$ cat config.mk
export PLATFORM = sky130hd
export DESIGN_NAME = pcm56_tx
export DESIGN_NICKNAME = d
export VERILOG_FILES = /design/src/rtl/pcm56_pkg.sv /design/src/rtl/pcm56_round_sat.sv /design/src/rtl/pcm56_tx.sv
export SDC_FILE = /design/constraint.sdc
export NUM_CORES = 1
export LEC_CHECK = 0
export ABC_AREA = 0
export CAP_MARGIN = 20
export CORE_MARGIN = 10
export CORE_UTILIZATION = 30
export DETAILED_ROUTE_END_ITERATION = 10
export GPL_ROUTABILITY_DRIVEN = 0
export GPL_TIMING_DRIVEN = 0
export PLACE_DENSITY_LB_ADDON = 0.05
export SYNTH_ARGS = -nofsm -noshare
export SYNTH_HDL_FRONTEND = slang
export SYNTH_HIERARCHICAL = 1
export SYNTH_SLANG_ARGS = --single-unit
$ cat constraint.sdc
create_clock -name mck_i -period 2.4 [get_ports mck_i]
set_clock_uncertainty 0.2 [all_clocks]
set_input_delay 0.24 -clock mck_i [delete_from_list [all_inputs] [get_ports mck_i]]
set_output_delay 0.24 -clock mck_i [all_outputs]
set_load 0.005 [all_outputs]
$ cat src/rtl/pcm56_pkg.sv
// Shared definitions for the PCM56 transmit path.
//   state_t  : frame sequencer states (IDLE, CONV, SHIFT, LATCH)
//   OUT_W    : PCM56 word width
//   SAT_POS / SAT_NEG : clamp values for positive / negative overflow
package pcm56_pkg;

  typedef enum logic [1:0] {
    IDLE  = 2'd0,
    CONV  = 2'd1,
    SHIFT = 2'd2,
    LATCH = 2'd3
  } state_t;

  localparam int unsigned OUT_W = 16;

  localparam logic [OUT_W-1:0] SAT_POS = 16'h7FFF;
  localparam logic [OUT_W-1:0] SAT_NEG = 16'h8000;

endpackage

$ cat src/rtl/pcm56_round_sat.sv
// Combinational narrowing of one signed sample to the DAC word width.
//   sample : IN_W-bit signed input
//   word   : OUT_W-bit signed result (rounded half-up when ROUND=1, else truncated)
//   clip   : high when the result had to be clamped to positive/negative full scale
module pcm56_round_sat #(
  parameter int unsigned IN_W  = 24,
  parameter int unsigned OUT_W = 16,
  parameter int unsigned ROUND = 1
) (
  input  logic [IN_W-1:0]  sample,
  output logic [OUT_W-1:0] word,
  output logic             clip
);

  localparam int unsigned DROP = IN_W - OUT_W;
  localparam logic [IN_W:0] HALF =
    (ROUND != 0) ? ((IN_W+1)'(1) << (DROP - 1)) : '0;
  localparam logic [OUT_W-1:0] POS_FS = {1'b0, {(OUT_W-1){1'b1}}};
  localparam logic [OUT_W-1:0] NEG_FS = {1'b1, {(OUT_W-1){1'b0}}};

  logic [IN_W:0] ext;
  logic [IN_W:0] sum;
  logic          unused_low;

  always_comb begin
    ext        = {sample[IN_W-1], sample};
    sum        = ext + HALF;
    unused_low = ^sum[DROP-1:0];
    // The extra sign bit disagrees with the kept MSB only on overflow;
    // the extra bit then carries the true sign and selects the clamp.
    clip = (sum[IN_W] != sum[IN_W-1]);
    if (!clip) begin
      word = sum[IN_W-1 -: OUT_W];
    end else if (sum[IN_W]) begin
      word = NEG_FS;
    end else begin
      word = POS_FS;
    end
  end

endmodule

$ cat src/rtl/pcm56_tx.sv
// PCM56 DAC transmitter: accepts one stereo sample per valid/ready handshake,
// narrows each channel to OUT_W bits and shifts both words MSB-first on a shared
// bit clock, then pulses LE low so its falling edge latches the words.
//   mck_i               : clock, all logic on the rising edge
//   rst_i               : synchronous active-low reset
//   s_valid_i/s_ready_o : input handshake (ready only while idle)
//   s_left_i/s_right_i  : IN_W-bit signed samples
//   bck_o               : DAC bit clock, data sampled by the DAC on its rising edge
//   sdo_l_o/sdo_r_o     : serial data to the left/right DAC
//   le_o                : latch enable, falling edge latches the word
//   busy_o              : high in every state except IDLE
//   clip_o              : one-cycle pulse when either channel saturated
module pcm56_tx #(
  parameter int unsigned IN_W        = 24,
  parameter int unsigned OUT_W       = pcm56_pkg::OUT_W,
  parameter int unsigned BCK_HALF    = 2,
  parameter int unsigned LE_LOW_BITS = 2,
  parameter int unsigned ROUND       = 1
) (
  input  logic            mck_i,
  input  logic            rst_i,
  input  logic            s_valid_i,
  output logic            s_ready_o,
  input  logic [IN_W-1:0] s_left_i,
  input  logic [IN_W-1:0] s_right_i,
  output logic            bck_o,
  output logic            sdo_l_o,
  output logic            sdo_r_o,
  output logic            le_o,
  output logic            busy_o,
  output logic            clip_o
);

  import pcm56_pkg::*;

  localparam int unsigned LATCH_CYC = LE_LOW_BITS * 2 * BCK_HALF;
  localparam int unsigned DIV_W     = (BCK_HALF > 1) ? $clog2(BCK_HALF) : 1;
  localparam int unsigned BIT_W     = (OUT_W > 1) ? $clog2(OUT_W) : 1;
  localparam int unsigned LAT_W     = (LATCH_CYC > 1) ? $clog2(LATCH_CYC) : 1;

  localparam logic [DIV_W-1:0] DIV_LAST = DIV_W'(BCK_HALF - 1);
  localparam logic [BIT_W-1:0] BIT_LAST = BIT_W'(OUT_W - 1);
  localparam logic [LAT_W-1:0] LAT_LAST = LAT_W'(LATCH_CYC - 1);

  state_t           state;
  logic [DIV_W-1:0] div_cnt;
  logic [BIT_W-1:0] bit_cnt;
  logic [LAT_W-1:0] lat_cnt;
  logic [OUT_W-1:0] sr_l;
  logic [OUT_W-1:0] sr_r;
  logic [OUT_W-1:0] word_l;
  logic [OUT_W-1:0] word_r;
  logic             clip_l;
  logic             clip_r;

  pcm56_round_sat #(
    .IN_W  (IN_W),
    .OUT_W (OUT_W),
    .ROUND (ROUND)
  ) u_rs_l (
    .sample (s_left_i),
    .word   (word_l),
    .clip   (clip_l)
  );

  pcm56_round_sat #(
    .IN_W  (IN_W),
    .OUT_W (OUT_W),
    .ROUND (ROUND)
  ) u_rs_r (
    .sample (s_right_i),
    .word   (word_r),
    .clip   (clip_r)
  );

  always_ff @(posedge mck_i) begin
    if (!rst_i) begin
      state     <= IDLE;
      bck_o     <= 1'b0;
      sdo_l_o   <= 1'b0;
      sdo_r_o   <= 1'b0;
      le_o      <= 1'b1;
      s_ready_o <= 1'b0;
      busy_o    <= 1'b0;
      clip_o    <= 1'b0;
      div_cnt   <= '0;
      bit_cnt   <= '0;
      lat_cnt   <= '0;
      sr_l      <= '0;
      sr_r      <= '0;
    end else begin
      clip_o <= 1'b0;
      unique case (state)
        IDLE: begin
          le_o  <= 1'b1;
          bck_o <= 1'b0;
          if (s_ready_o && s_valid_i) begin
            // Narrowing happens on the accept edge so the words and the
            // clip pulse are both registered by the time CONV is active.
            sr_l      <= word_l;
            sr_r      <= word_r;
            clip_o    <= clip_l | clip_r;
            s_ready_o <= 1'b0;
            busy_o    <= 1'b1;
            state     <= CONV;
          end else begin
            s_ready_o <= 1'b1;
          end
        end

        CONV: begin
          sdo_l_o <= sr_l[OUT_W-1];
          sdo_r_o <= sr_r[OUT_W-1];
          sr_l    <= {sr_l[OUT_W-2:0], 1'b0};
          sr_r    <= {sr_r[OUT_W-2:0], 1'b0};
          bck_o   <= 1'b0;
          div_cnt <= '0;
          bit_cnt <= '0;
          state   <= SHIFT;
        end

        SHIFT: begin
          if (div_cnt == DIV_LAST) begin
            div_cnt <= '0;
            if (!bck_o) begin
              bck_o <= 1'b1;
            end else if (bit_cnt == BIT_LAST) begin
              bck_o   <= 1'b0;
              sdo_l_o <= 1'b0;
              sdo_r_o <= 1'b0;
              le_o    <= 1'b0;
              lat_cnt <= '0;
              state   <= LATCH;
            end else begin
              // New bit only on the falling bck edge.
              bck_o   <= 1'b0;
              bit_cnt <= bit_cnt + BIT_W'(1);
              sdo_l_o <= sr_l[OUT_W-1];
              sdo_r_o <= sr_r[OUT_W-1];
              sr_l    <= {sr_l[OUT_W-2:0], 1'b0};
              sr_r    <= {sr_r[OUT_W-2:0], 1'b0};
            end
          end else begin
            div_cnt <= div_cnt + DIV_W'(1);
          end
        end

        LATCH: begin
          if (lat_cnt == LAT_LAST) begin
            // Ready rises together with LE so a new sample is taken on the
            // very next edge.
            le_o      <= 1'b1;
            s_ready_o <= 1'b1;
            busy_o    <= 1'b0;
            state     <= IDLE;
          end else begin
            lat_cnt <= lat_cnt + LAT_W'(1);
          end
        end

        default: state <= IDLE;
      endcase
    end
  end

endmodule

* Word level (Yosys, flattened, before mapping)
Index checks and enable logic that the tools add are counted.
** Storage, ports and cells
- Bits in registers :: 49
- Word-level logic and storage cells :: 104
- Bits of input ports :: 51
- Output and inout port bits :: 7
** Cells by class
- Muxes and demuxes :: 52
- Add/sub/neg operators :: 5
- Bitwise gates (word level) :: 1
- Eq/ne operators :: 14
- Reductions and logical operators :: 19
** Operator list (count)
- $mux W16 :: 12
- $pmux W16 S3 :: 2
- $add A24 B9 Y25 const B :: 2
- $reduce_and A5 Y1 :: 4
- $mux W1 :: 16
- $ne A2 B2 Y1 const B :: 7
- $mux W3 :: 4
- $mux W4 :: 3
- $pmux W1 S2 :: 6
- $mux W2 :: 5
- $reduce_and A3 Y1 :: 3
- $pmux W2 S4 :: 1
- $pmux W4 S2 :: 1
- $reduce_bool A2 Y1 :: 4
- $pmux W3 S2 :: 1
- $reduce_bool A3 Y1 :: 2
- $add A4 B1 Y4 const B :: 1
- $eq A2 B2 Y1 const B :: 2
- $eq A4 B4 Y1 const B :: 1
- $reduce_and A2 Y1 :: 2
- $reduce_and A4 Y1 :: 1
- $add A3 B1 Y3 const B :: 1
- $eq A3 B3 Y1 const B :: 1
- $pmux W1 S3 :: 1
- 7 further kinds :: 8

* Longest topological paths before layout
Gate-level depths: netlist (run 1).
- Depth in word-level cells :: 5
- Mapped depth :: 9
- Gate-level depth less buffers :: 8

* Modules after synthesis
The synthesis (run 1) kept the hierarchy.
** By module, submodules not included
- pcm56_tx :: instances 1, cells an instance 291, seq. area each 980.9 µm², area each 2573.7 µm²
- pcm56_round_sat at u_rs_l :: instances 1, cells an instance 89, seq. area each 0.0 µm², area each 559.3 µm²
- pcm56_round_sat at u_rs_r :: instances 1, cells an instance 77, seq. area each 0.0 µm², area each 524.3 µm²

* Worst setup path after synthesis (run 1)
No wires, ideal clock.
- Kind :: reg2reg
- Start point :: register state[0]
- End point :: register bit_cnt[2]
- Setup slack :: 0.145 ns
- Period minus slack after synthesis :: 2.255 ns
- Path buffers :: 1
- Data arrival time :: 1.985 ns
- Stages on the path, launching flop included :: 8
- Library setup time :: 0.070 ns
- Data required time :: 2.130 ns
- Path through :: dfxtp_1 -> inv_1 -> ha_1 -> buf_6 -> and4_4 -> or3_4 -> or4b_1 -> a21boi_1
** Between the ends
- Word-level cells in the longest chain between the ends :: 3
- Elaborated cells between the ends (all ways) :: 8
- Classes of those cells :: eq/ne (5); mux (1); reduce/logical (2)
** Ends and longest elaborated chain
- start, declared :: line pcm56_tx.sv:45 : state_t state;
- start signal, assigned :: line pcm56_tx.sv:78 : state <= IDLE;
- start signal, assigned :: line pcm56_tx.sv:105 : state <= CONV;
- start signal, assigned :: line pcm56_tx.sv:119 : state <= SHIFT;
- $eq A2 B2 Y1 / $eq A2 B1 Y1 (equally long branches) :: line pcm56_tx.sv:93 : unique case (state)
- $ne A2 B2 Y1 (no line) / $reduce_bool A2 Y1 (equally long branches)
- $reduce_and A4 Y1 (no line)
- end signal, assigned :: line pcm56_tx.sv:137 : bit_cnt <= bit_cnt + BIT_W'(1);
- end, declared :: line pcm56_tx.sv:47 : logic [BIT_W-1:0] bit_cnt;
Parallel ways exist; a longest one is shown, timed or not.
A chain may end at the register's enable or synchronous reset.

* Final worst setup path (run 1)
Ends and elaborated chain as after synthesis.

==> results of run 1 <==
through the flow:
step	setup slack (ps)	hold slack, ps	area, um2	setup TNS [ps]
final	140	269	4480	0
after global routing	2.60	291	4480	0
after CTS	11.4	275	4400	0
after detailed placement	-505	265	4230	-10200
after global placement	-471	251	4230	-9210
after floorplan	145	208	3660	0
cell families after synthesis:
group,after synthesis,share of synthesized area (%)
compound gates,120,21.7
mux,37,11.2
flops,49,26.8
fa+ha+maj,12,4.11
xor+xnor,17,4.07
simple gates,179,26.9
buf+inv,43,5.27
worst min-delay path by stage:
stage / to / depth (start not counted) / start
6_report: lat_cnt[1] / 2 / lat_cnt[1]
5_1_grt: lat_cnt[1] / 2 / lat_cnt[1]
4_1_cts: sdo_r_o / 2 / sdo_r_o
3_5_place_dp: lat_cnt[2] / 2 / lat_cnt[2]
3_3_place_gp: lat_cnt[2] / 2 / lat_cnt[2]
2_1_floorplan: clip_o / 2 / s_valid_i
cell usage after synthesis, drive strengths merged (3+ instances only):
master / count
nand2: 69
o21ai: 50
dfxtp: 49
o211ai: 35
mux2: 30
clkbuf: 26
nand3: 24
nand4: 21
nor2: 14
ha: 12
xor2: 10
inv: 9
a21boi: 8
buf: 8
nor3: 8
and4: 7
mux2i: 7
xnor2: 7
and3: 6
a21oi: 5
a31oi: 5
nor2b: 4
or2: 4
and2: 3
nand2b: 3
o31ai: 3
or3: 3
or4: 3
timing repair:
action / in CTS / in global routing
endpoints found under the setup margin: 37 / 33
pin swaps: 1 / 3
gates cloned: 0 / 1
setup buffers: 1 / 0
gates resized for setup: 6 / 39
hold buffers: 0 / 0
critical path: cells and delay by family (launching register included):
| family | cells | cell delay, ps |
|---|---|---|
| flip-flops | 1 | 380 |
| buffers and inverters | 2 | 200 |
| AND/OR/NAND/NOR | 3 | 1100 |
| adder cells (fa/ha/maj) | 1 | 200 |
| AO/OA/AOI/OAI | 1 | 120 |
cell usage in the layout (no fill, tap or decap), types with 3 or more instances in the layout:
cell type,netlist,final
ha_1,12,12
a31oi_1,5,5
dfxtp_1,49,48
buf_6,3,3
dlymetal6s2s_1,0,8
clkdlybuf4s50_1,0,31
nor3_2,1,3
and4_4,4,4
mux2_2,30,30
and2_1,3,3
inv_1,8,7
nand2_1,67,67
o31ai_1,3,3
nor2_1,12,12
nand2b_1,3,3
nand4_1,18,18
buf_2,4,4
clkbuf_2,0,9
clkbuf_1,26,15
nor2b_1,4,3
and4_1,3,3
mux2i_1,7,7
o211ai_1,35,35
a21boi_0,7,7
nand3_1,23,22
and3_1,6,4
xor2_1,10,10
nor3_1,7,4
o21ai_0,47,47
clkbuf_16,0,5
buf_4,1,3
xnor2_1,7,7
a21oi_1,5,5
layer usage:
layer,vias up,share of wire (%)
li1,1788,-
met5,-,0
met3,15,3.8
met4,0,1.4
met2,45,46
met1,1643,49
final cells by class:
class	count	share of cell area (%)
Clock buffer	6	2.87
Tap cell	147	4.10
Inverter	9	0.754
Sequential cell	49	22.0
Buffer	32	3.71
Clock inverter	2	0.223
Timing Repair Buffer	40	9.32
Multi-Input combinational cell	366	57.0
report_power, final:
| group | leakage, nW | switching (W) | internal [W] |
|---|---|---|---|
| clock | 0.0706 | 0.000328 | 0.000384 |
| sequential | 0.401 | 0.000144 | 0.00107 |
| combinational | 1.18 | 0.000944 | 0.000769 |
registers in the layout (all words and copies together), names as in the netlist:
name / count
bck_o: 1
s_ready_o: 1
busy_o: 1
sdo_l_o: 1
lat_cnt: 3
sr_r: 16
sr_l: 16
le_o: 1
state: 2
div_cnt: 1
sdo_r_o: 1
clip_o: 1
bit_cnt: 4
==> impl_results.md, run 1 <==
* Worst Path Arrival at about 2300 ps
* Final Max Tran Viols at 0
* Routed len/inst at approximately 16 um
* Routed Antenna Nets at 0
* PortBufs at 39
* Area Growth Syn to Fin at 22.6%
* First-pass GRT wire length at between 15 and 20 mm
* Worst setup path endpoint: bit_cnt[2]
* Clock transition at path regs at around 70 ps
* Core Area at between 10000 and 15000 um2
* Final Hold Viols at 0
* Met3 Use GR at under 10%
* Yosys reg bits at between 40 and 50
* Outcome: completed
* Unrepaired setup endpoints after global routing: false
* Final WL at roughly 11 mm
* Max clock buf depth at 2
* Post-synthesis async set-or-reset flop share at 0%
* Num CTS Buffers at 5
* Mapped cell area at about 3700 um2
* Total Power at between 0.003 and 0.004 W
* CP max stage delay at 510 ps
* Ports at between 50 and 60
* Final setup fails at 0
* Placed cell count at 643
* Setup crit end kind: flop
* Fin crit period at roughly 2300 ps
* H-tree Lvls at 2
* Post-synth top area share at a little over a quarter
* Yosys warnings at 6
* Vias in the first global route at between 3k and 4k
* Hold WC Path Type: flop to flop
* Antenna violations before repair at 0
* Pwr/cell area at 812 nW/um2
* # fillers at approximately 1.3k
* Critical Path RT at 2440 ps
* Multi-input gate area at approximately 2600 um2
* Reg2reg start: state[0]
* CTS sink cnt at 49
* Relative slew slack at approximately three fifths
* Root buffer cell: clkbuf_16
* Final period util at approximately 94%
* Worst r2r path cells at 7
* Worst R2R Setup Slack at 140 ps
* # rows at 40
* Via density at 5.36
* Syn Nets at 520
* CP startpoint: state[0]
* Syn Inst Count at between 400 and 500
* Sequential cell area at between 900 and 1000 um2
* Reg2Reg Capture Point: bit_cnt[2]
* Final nets at 566
* DRC at 0
* Main synth FF type: dfxtp_1
* Met1 Use GR at between 10% and 20%
* Worst skew pair latency at about 300 ps
* Met2 Track Usage GR at between 10% and 20%
* Largest net degree at the start of global routing at 15
* DR vias at ~3.5k
* Post-Syn Area per Cell at 8.00 um2
* Fraction of layout cells with a size suffix above 1 at around 18%
* Dpl hpwl at slightly above 8 mm
* Max frequency at ~0.44 GHz
* Crit-path slowest cell: or4b_1
* Starting density of the core at between 30% and 40%
* Die H at between 100 and 150 um
* # diodes at 0
* Post-synth cell types at between 60 and 70
* Crit start category: flop
* Cell taking the most area after synthesis: dfxtp_1
* Die width at roughly 130 um
* Post-synthesis sequential area ratio at a little over a quarter
* GRT Util Overall at 12.7%
* CTS tree: done
* TritonRoute pass-1 iters at 4
* P_leak at between 1.5 and 2 nW
* Post-synth EDFFs at 0
* Worst slew pin tran at just under 600 ps
* Synth top area cells: dfxtp_1 (27%), mux2_2 (9.2%), o211ai_1 (7.2%), nand2_1 (6.9%), o21ai_0 (6.4%)
* DRT iter0 DRCs at about 180
* Max-Cap Viols at 0
* GRT busiest layer: met2
* Grt ovf at 0
* Crit path cell chain: inv_2, ha_1, buf_6, and4_4, or3_4, or4b_1, a21boi_1
* Setup CP Type: flop to flop
* Finished Layout Cells at about 650
* Critical path fanouts, max at 9
* Die area at 17000 um2
* Final core utilization at 37.5%
* Worst vdd ir at between 300 and 400 uV
Power figures use the tool's default switching activity.
==> run 2, diff against run 1 <==
CORE_MARGIN = 2   (was 10)
==> run 2 against run 1 <==
  * Non-clock buffer count up 2
  * Highest routed layer unchanged
  * Critical endpoint unchanged
  * Worst hold slack better by 4.9 ps
  * Power up 1.9%
  * Sequential cell count unchanged
  * Worst setup slack worse by 42 ps
  * Critical path depth unchanged
  * Register-to-register slack worse by 40 ps
  * Clock power up 2%
  * Largest power group unchanged
  * Die area down 23%
==> impl_results.md, run 2 (synthesis results as in run 1) <==
* Die width at 114 um (-12%)
* Combinational fraction of design power at 47.7% (+0.6 points)
* GRT Util Overall at 16.6% (+3.9 points)
* Switching share of power at 38.4% (-0.52 points)
* Hold Slack at 274 ps (+4.91 ps)
* Final core utilization at 37.8% (+0.30 points)
* Pwr/cell area at 821 nW/um2 (+1.1%)
* Setup CP Type: flop to flop
* Routed Antenna Nets at 0 (unchanged)
* # rows at 40 (unchanged)
* WHS Path Cells at 2 (unchanged)
* Critical path fanouts, max at 9 (unchanged)
* Critical Path RT at 2430 ps (about the same)
* Max frequency at 0.434 GHz (-1.8%)
* Sequential Power Share at 32.7% (-0.7 points)
* Relative slew slack at 59.6% (-1.7 points)
* PortBufs at 39 (unchanged)
* Final Max Tran Viols at 0 (unchanged)
* First-pass GRT wire length at 17.5 mm (+0.76%)
* Final period util at 95.9% (+1.7 points)
* DR vias at 3481 (-0.29%)
* Worst vdd ir at 337 uV (-5.6%)
* Starting density of the core at 30.6% (unchanged)
* Clk network pwr share at 19.6% (about the same)
* Area Growth Syn to Fin at 23.6%
* Final setup fails at 0 (unchanged)
* CTS sink cnt at 49 (unchanged)
* CP Depth at 7 (unchanged)
* Core Area at 12000 um2 (unchanged)
* Cell area after layout at 4520 um2 (+0.81%)
* Crit start category: flop
* Worst slew pin tran at 605 ps (+25.9 ps)
* Routed len/inst at 16.0 um (-2.8%)
* TritonRoute pass-1 iters at 4 (unchanged)
* Final Hold Viols at 0 (unchanged)
* Placed cell count at 643 (unchanged)
* Largest net degree at the start of global routing at 14 (-1)
* Root buffer cell: clkbuf_16
* H-tree Lvls at 2 (unchanged)
* Vias in the first global route at 3359 (+0.21%)
* Via density at 5.34 (-0.44%)
* Crit path cell chain: inv_1, ha_1, buf_6, and4_4, or3_4, or4b_1, a21boi_1
* CP max stage delay at 520 ps (about the same)
* Fraction of layout cells with a size suffix above 1 at 18.6% (+0.56 points)
* Worst Path Buf+Inv at 2 (unchanged)
* Final nets at 568 (+0.35%)
* Finished Layout Cells at 652 (+0.15%)
* Antenna violations before repair at 0 (unchanged)
* Num CTS Buffers at 5 (unchanged)
* Ports at 58 (unchanged)
* Worst r2r path cells at 7 (unchanged)
* Worst Path Arrival at 2330 ps (+30 ps)
* Setup TNS at 0 ps (unchanged)
* Top Registers: sr_l x16, sr_r x16, bit_cnt x4
* Max clock buf depth at 2 (unchanged)
* Final WL at 10.4 mm (-2.6%)
* Grt ovf at 0 (unchanged)
* CP top delay family: simple AND/OR/NAND/NOR gates
* Outcome: completed
* Most frequent cells in the layout: nand2_1 (67), dfxtp_1 (48), o21ai_0 (47)
* # hold bufs at CTS at 0 (unchanged)
* Worst skew pair latency at 300 ps (about the same)
* P_leak at 1.60 nW (-2.9%)
* Fin crit period at 2300 ps (+42.0 ps)
* Most common cell after layout, fill and taps aside: nand2_1
* Placement Cell Area at 4230 um2 (unchanged)
* Worst R2R Setup Slack at 100 ps (-40 ps)
* Clock transition at path regs at 60 ps (about the same)
* Dpl hpwl at 7.76 mm (-4.5%)
* CTS tree: done
* Die area at 13100 um2 (-23%)
* Die H at 114 um (-12%)
* # diodes at 0 (unchanged)
* NetSw at 0.00142 W (+0.54%)
* Pint at 0.00229 W (+2.8%)
* Max-Cap Viols at 0 (unchanged)
* DRC at 0 (unchanged)
* Hold WC Path Type: flop to flop
* DRT iter0 DRCs at 229 (+29%)
* Crit-path slowest cell: or4b_1
* Setup crit end kind: flop
[run 2: cell count changes in the layout (fill, tap and decap cells not counted), moves of 2 or more]
cell / change
clkinv_2: -2
clkbuf_2: -3
dlymetal6s2s_1: -6
buf_4: +2
clkdlybuf4s50_1: +5
[run 2: power groups by stage]
stage	logic (W)	registers (W)	clock network [W]
6_report	0.00177	0.00121	0.000728
5_1_grt	0.00196	0.00125	0.000789
4_1_cts	0.00173	0.00121	0.000762
3_5_place_dp	0.00166	0.00122	0
3_3_place_gp	0.00164	0.00122	0
2_1_floorplan	0.00118	0.00119	0
[run 2: what timing repair did]
action	CTS	global route
cloned	0	1
setup endpoints to repair	37	34
buffers inserted	3	1
resized for setup	7	35
pin swaps	1	3
[run 2: stage by stage]
step	total power, W	setup slack, ps
after detailed placement	0.00289	-506
after CTS	0.00371	12.0
after floorplan	0.00236	145
after global routing	0.00399	-0.496
final	0.00371	97.6
after global placement	0.00286	-454
[run 2: worst paths after layout]
check,end,from
setup / recovery,bit_cnt[2],state[0]
setup reg to reg,bit_cnt[2],state[0]
hold / removal,lat_cnt[2],lat_cnt[2]
hold reg to reg,lat_cnt[2],lat_cnt[2]
[run 2: worst reg2reg max path: stages (launching register included)]
cell and delay [ps]:
dfxtp_4 370, inv_1 90, ha_1 210, buf_6 140
and4_4 180, or3_4 390, or4b_1 520, a21boi_1 140
[run 2: layer usage]
layer	vias up	wire length [um]	global-route usage, %
li1	1788	-	-
met1	1635	5300	24.2
met2	50	4750	25.3
met3	8	246	3.12
met4	0	121	4.23
met5	-	0	0
[run 2: final cells by class]
class / instances / area, um2
plain buffers: 31 / 164
fillers: 1286 / 7440
inverters: 9 / 33.8
well taps: 147 / 184
repair buffers: 43 / 424
flip-flops and latches: 49 / 985
clock buffers: 7 / 143
multi-input cells: 366 / 2590
==> run 3, diff against run 2 <==
DONT_BUFFER_PORTS = 1   (was not set)
SETUP_SLACK_MARGIN = 0.1   (was not set)
==> run 3 against run 2 <==
  * Via count shrank 3.5%
  * First-iteration DRC count fell by 22%
  * Clock-buffer cell count is the same
  * Power grew 1.8%
  * Routed wire length shrank 1.2%
  * Largest cell class unchanged
==> impl_results.md, run 3 (synthesis results as in run 1) <==
* Antenna violations before repair at 0 (unchanged)
* Crit-path slowest cell: or4b_4
* Ports at 58 (unchanged)
* Worst Path Arrival at 2270 ps (-60 ps)
* Reg2Reg Capture Point: bit_cnt[2]
* Top Registers: sr_l x16, sr_r x16, bit_cnt x4
* Core Area at 12000 um2 (unchanged)
* # fillers at 1298 (+0.93%)
* Final nets at 535 (-5.8%)
* CP max stage delay at 520 ps (about the same)
* Final WS setup at 170 ps (+72.6 ps)
* Fin crit period at 2230 ps (-72.6 ps)
* Hold wc startpoint: s_right_i[23]
* Die width at 114 um (unchanged)
* Setup CP Type: flop to flop
* DRT iter0 DRCs at 178 (-22%)
* Final Hold Viols at 0 (unchanged)
* Critical path fanouts, max at 9 (unchanged)
* Dpl hpwl at 7.71 mm (-0.68%)
* Final Max Tran Viols at 0 (unchanged)
* Crit start category: flop
* Unrepaired setup endpoints after global routing: false
* CTS tree: done
* Vias in the first global route at 3242 (-3.5%)
* Critical Path RT at 2440 ps (about the same)
* Reg2reg start: state[0]
* Worst r2r path cells at 7 (unchanged)
* P_leak at 1.46 nW (-9.0%)
* Via density at 5.42 (+1.5%)
* GRT Util Overall at 16.5% (-0.11 points)
* Die H at 114 um (unchanged)
* Grt ovf at 0 (unchanged)
* Max clock buf depth at 2 (unchanged)
* Outcome: completed
* Routed Antenna Nets at 0 (unchanged)
* Root buffer cell: clkbuf_16
* Relative slew slack at 62.0% (+2.4 points)
* Num CTS Buffers at 5 (unchanged)
* PortBufs at 0 (-100%)
* Final core utilization at 34.4% (-3.4 points)
* Max frequency at 0.448 GHz (+3.3%)
* Most common cell after layout, fill and taps aside: nand2_1
* Starting density of the core at 30.6% (unchanged)
* Crit path cell chain: inv_2, ha_1, buf_6, and4_4, or3_4, or4b_4, a21boi_1
* Routed len/inst at 16.6 um (+3.9%)
* Final WL at 10.3 mm (-1.2%)
* DR vias at 3360 (-3.5%)
* Worst slew pin tran at 570 ps (-35.7 ps)
* WHS Path Cells at 3 (+1)
* Pre-CTS setup slack at -252 ps (+254 ps)
* First-pass GRT wire length at 17.1 mm (-1.8%)
* Max-Cap Viols at 0 (unchanged)
* CTS sink cnt at 49 (unchanged)
* Setup crit end kind: flop
* Placed cell count at 604 (-6.1%)
* Worst vdd ir at 400 uV (+19%)
* Hold endpoint: sr_r[0]
* Final period util at 92.9% (-3.0 points)
* Pwr/cell area at 917 nW/um2 (+12%)
* Area Growth Syn to Fin at 12.6%
* Die area at 13100 um2 (unchanged)
* Hold Slack at 138 ps (-136 ps)
* Worst R2R Setup Slack at 170 ps (+70 ps)
* DRC at 0 (unchanged)
* Sequential cell area at 986 um2 (+0.13%)
* Final setup fails at 0 (unchanged)
* # diodes at 0 (unchanged)
* # rows at 40 (unchanged)
* Worst skew pair latency at 300 ps (about the same)
* Largest net degree at the start of global routing at 15 (+1)
* Fraction of layout cells with a size suffix above 1 at 19.2% (+0.63 points)
* Clock transition at path regs at 70 ps (about the same)
* Multi-input gate area at 2500 um2 (-3.3%)
* Hold WC Path Type: input pin to flop
* Finished Layout Cells at 620 (-4.9%)
* H-tree Lvls at 2 (unchanged)
* TritonRoute pass-1 iters at 4 (unchanged)
* Most frequent cells in the layout: nand2_1 (67), dfxtp_1 (47), o21ai_0 (44)
## run 3: cell count changes in the layout (fill, tap and decap cells not counted), sizes merged
cell,before,now
clkdlybuf4s50,36,0
dlygate4sd3,0,1
o21ai,51,50
clkbuf,28,30
dlymetal6s2s,2,0
bufinv,0,1
buf,14,18
dlygate4sd2,1,0
## run 3: worst max-delay path by stage
stage	end	start	slack, ps
global placement	lat_cnt[0]	state[0]	-220
CTS	sr_r[4]	state[1]	120
detailed placement	lat_cnt[0]	state[0]	-250
global route	bit_cnt[2]	state[0]	90
finish	bit_cnt[2]	state[0]	170
floorplan	bit_cnt[2]	state[0]	140
## run 3: final cells by class
type                       instances  share of cell area [%]
multi-input combinational        365                    60.7
sequential                        49                    23.9
tap                              147                    4.47
buffer                            34                    4.35
clock buffer                       7                    3.46
timing repair buffer               8                    1.52
inverter                           9                   0.820
clock inverter                     1                   0.729
## run 3: layer usage
metal | global-route usage [%] | share of wire, % | vias up
li1 | - | - | 1725
met1 | 23.6 | 52 | 1594
met2 | 24.9 | 44 | 34
met3 | 3.65 | 2.6 | 7
met4 | 4.80 | 1.2 | 0
met5 | 0 | 0 | -
## run 3: what timing repair did
item | 4_1_cts | 5_1_grt
setup endpoints to repair | 37 | 32
resized for setup | 10 | 22
cloned | 0 | 0
pin swaps | 2 | 2
endpoints found under the hold margin | 2 | 0
hold buffers | 1 | 0
setup buffers | 4 | 3
## run 3: metrics by stage
step / total power (W) / TNS (ps) / instance area [um2]
after floorplan: 0.00236 / 0 / 3660
after global placement: 0.00277 / -2510 / 3840
after detailed placement: 0.00278 / -4320 / 3840
after CTS: 0.00376 / 0 / 4080
after global routing: 0.00408 / 0 / 4120
final: 0.00378 / 0 / 4120
## run 3: power breakdown
part | switching, W | total (W) | internal (W)
clock network | 0.000330 | 0.000852 | 0.000522
logic | 0.000921 | 0.00170 | 0.000781
registers | 0.000148 | 0.00122 | 0.00107
## run 3: worst max-delay path: cells and delay by family, from the launching register on
kind                     cells  cell delay (ps)
AO/OA/AOI/OAI                1              120
adder cells (fa/ha/maj)      1              200
AND/OR/NAND/NOR              3             1060
flip-flops                   1              370
buffers and inverters        2              200
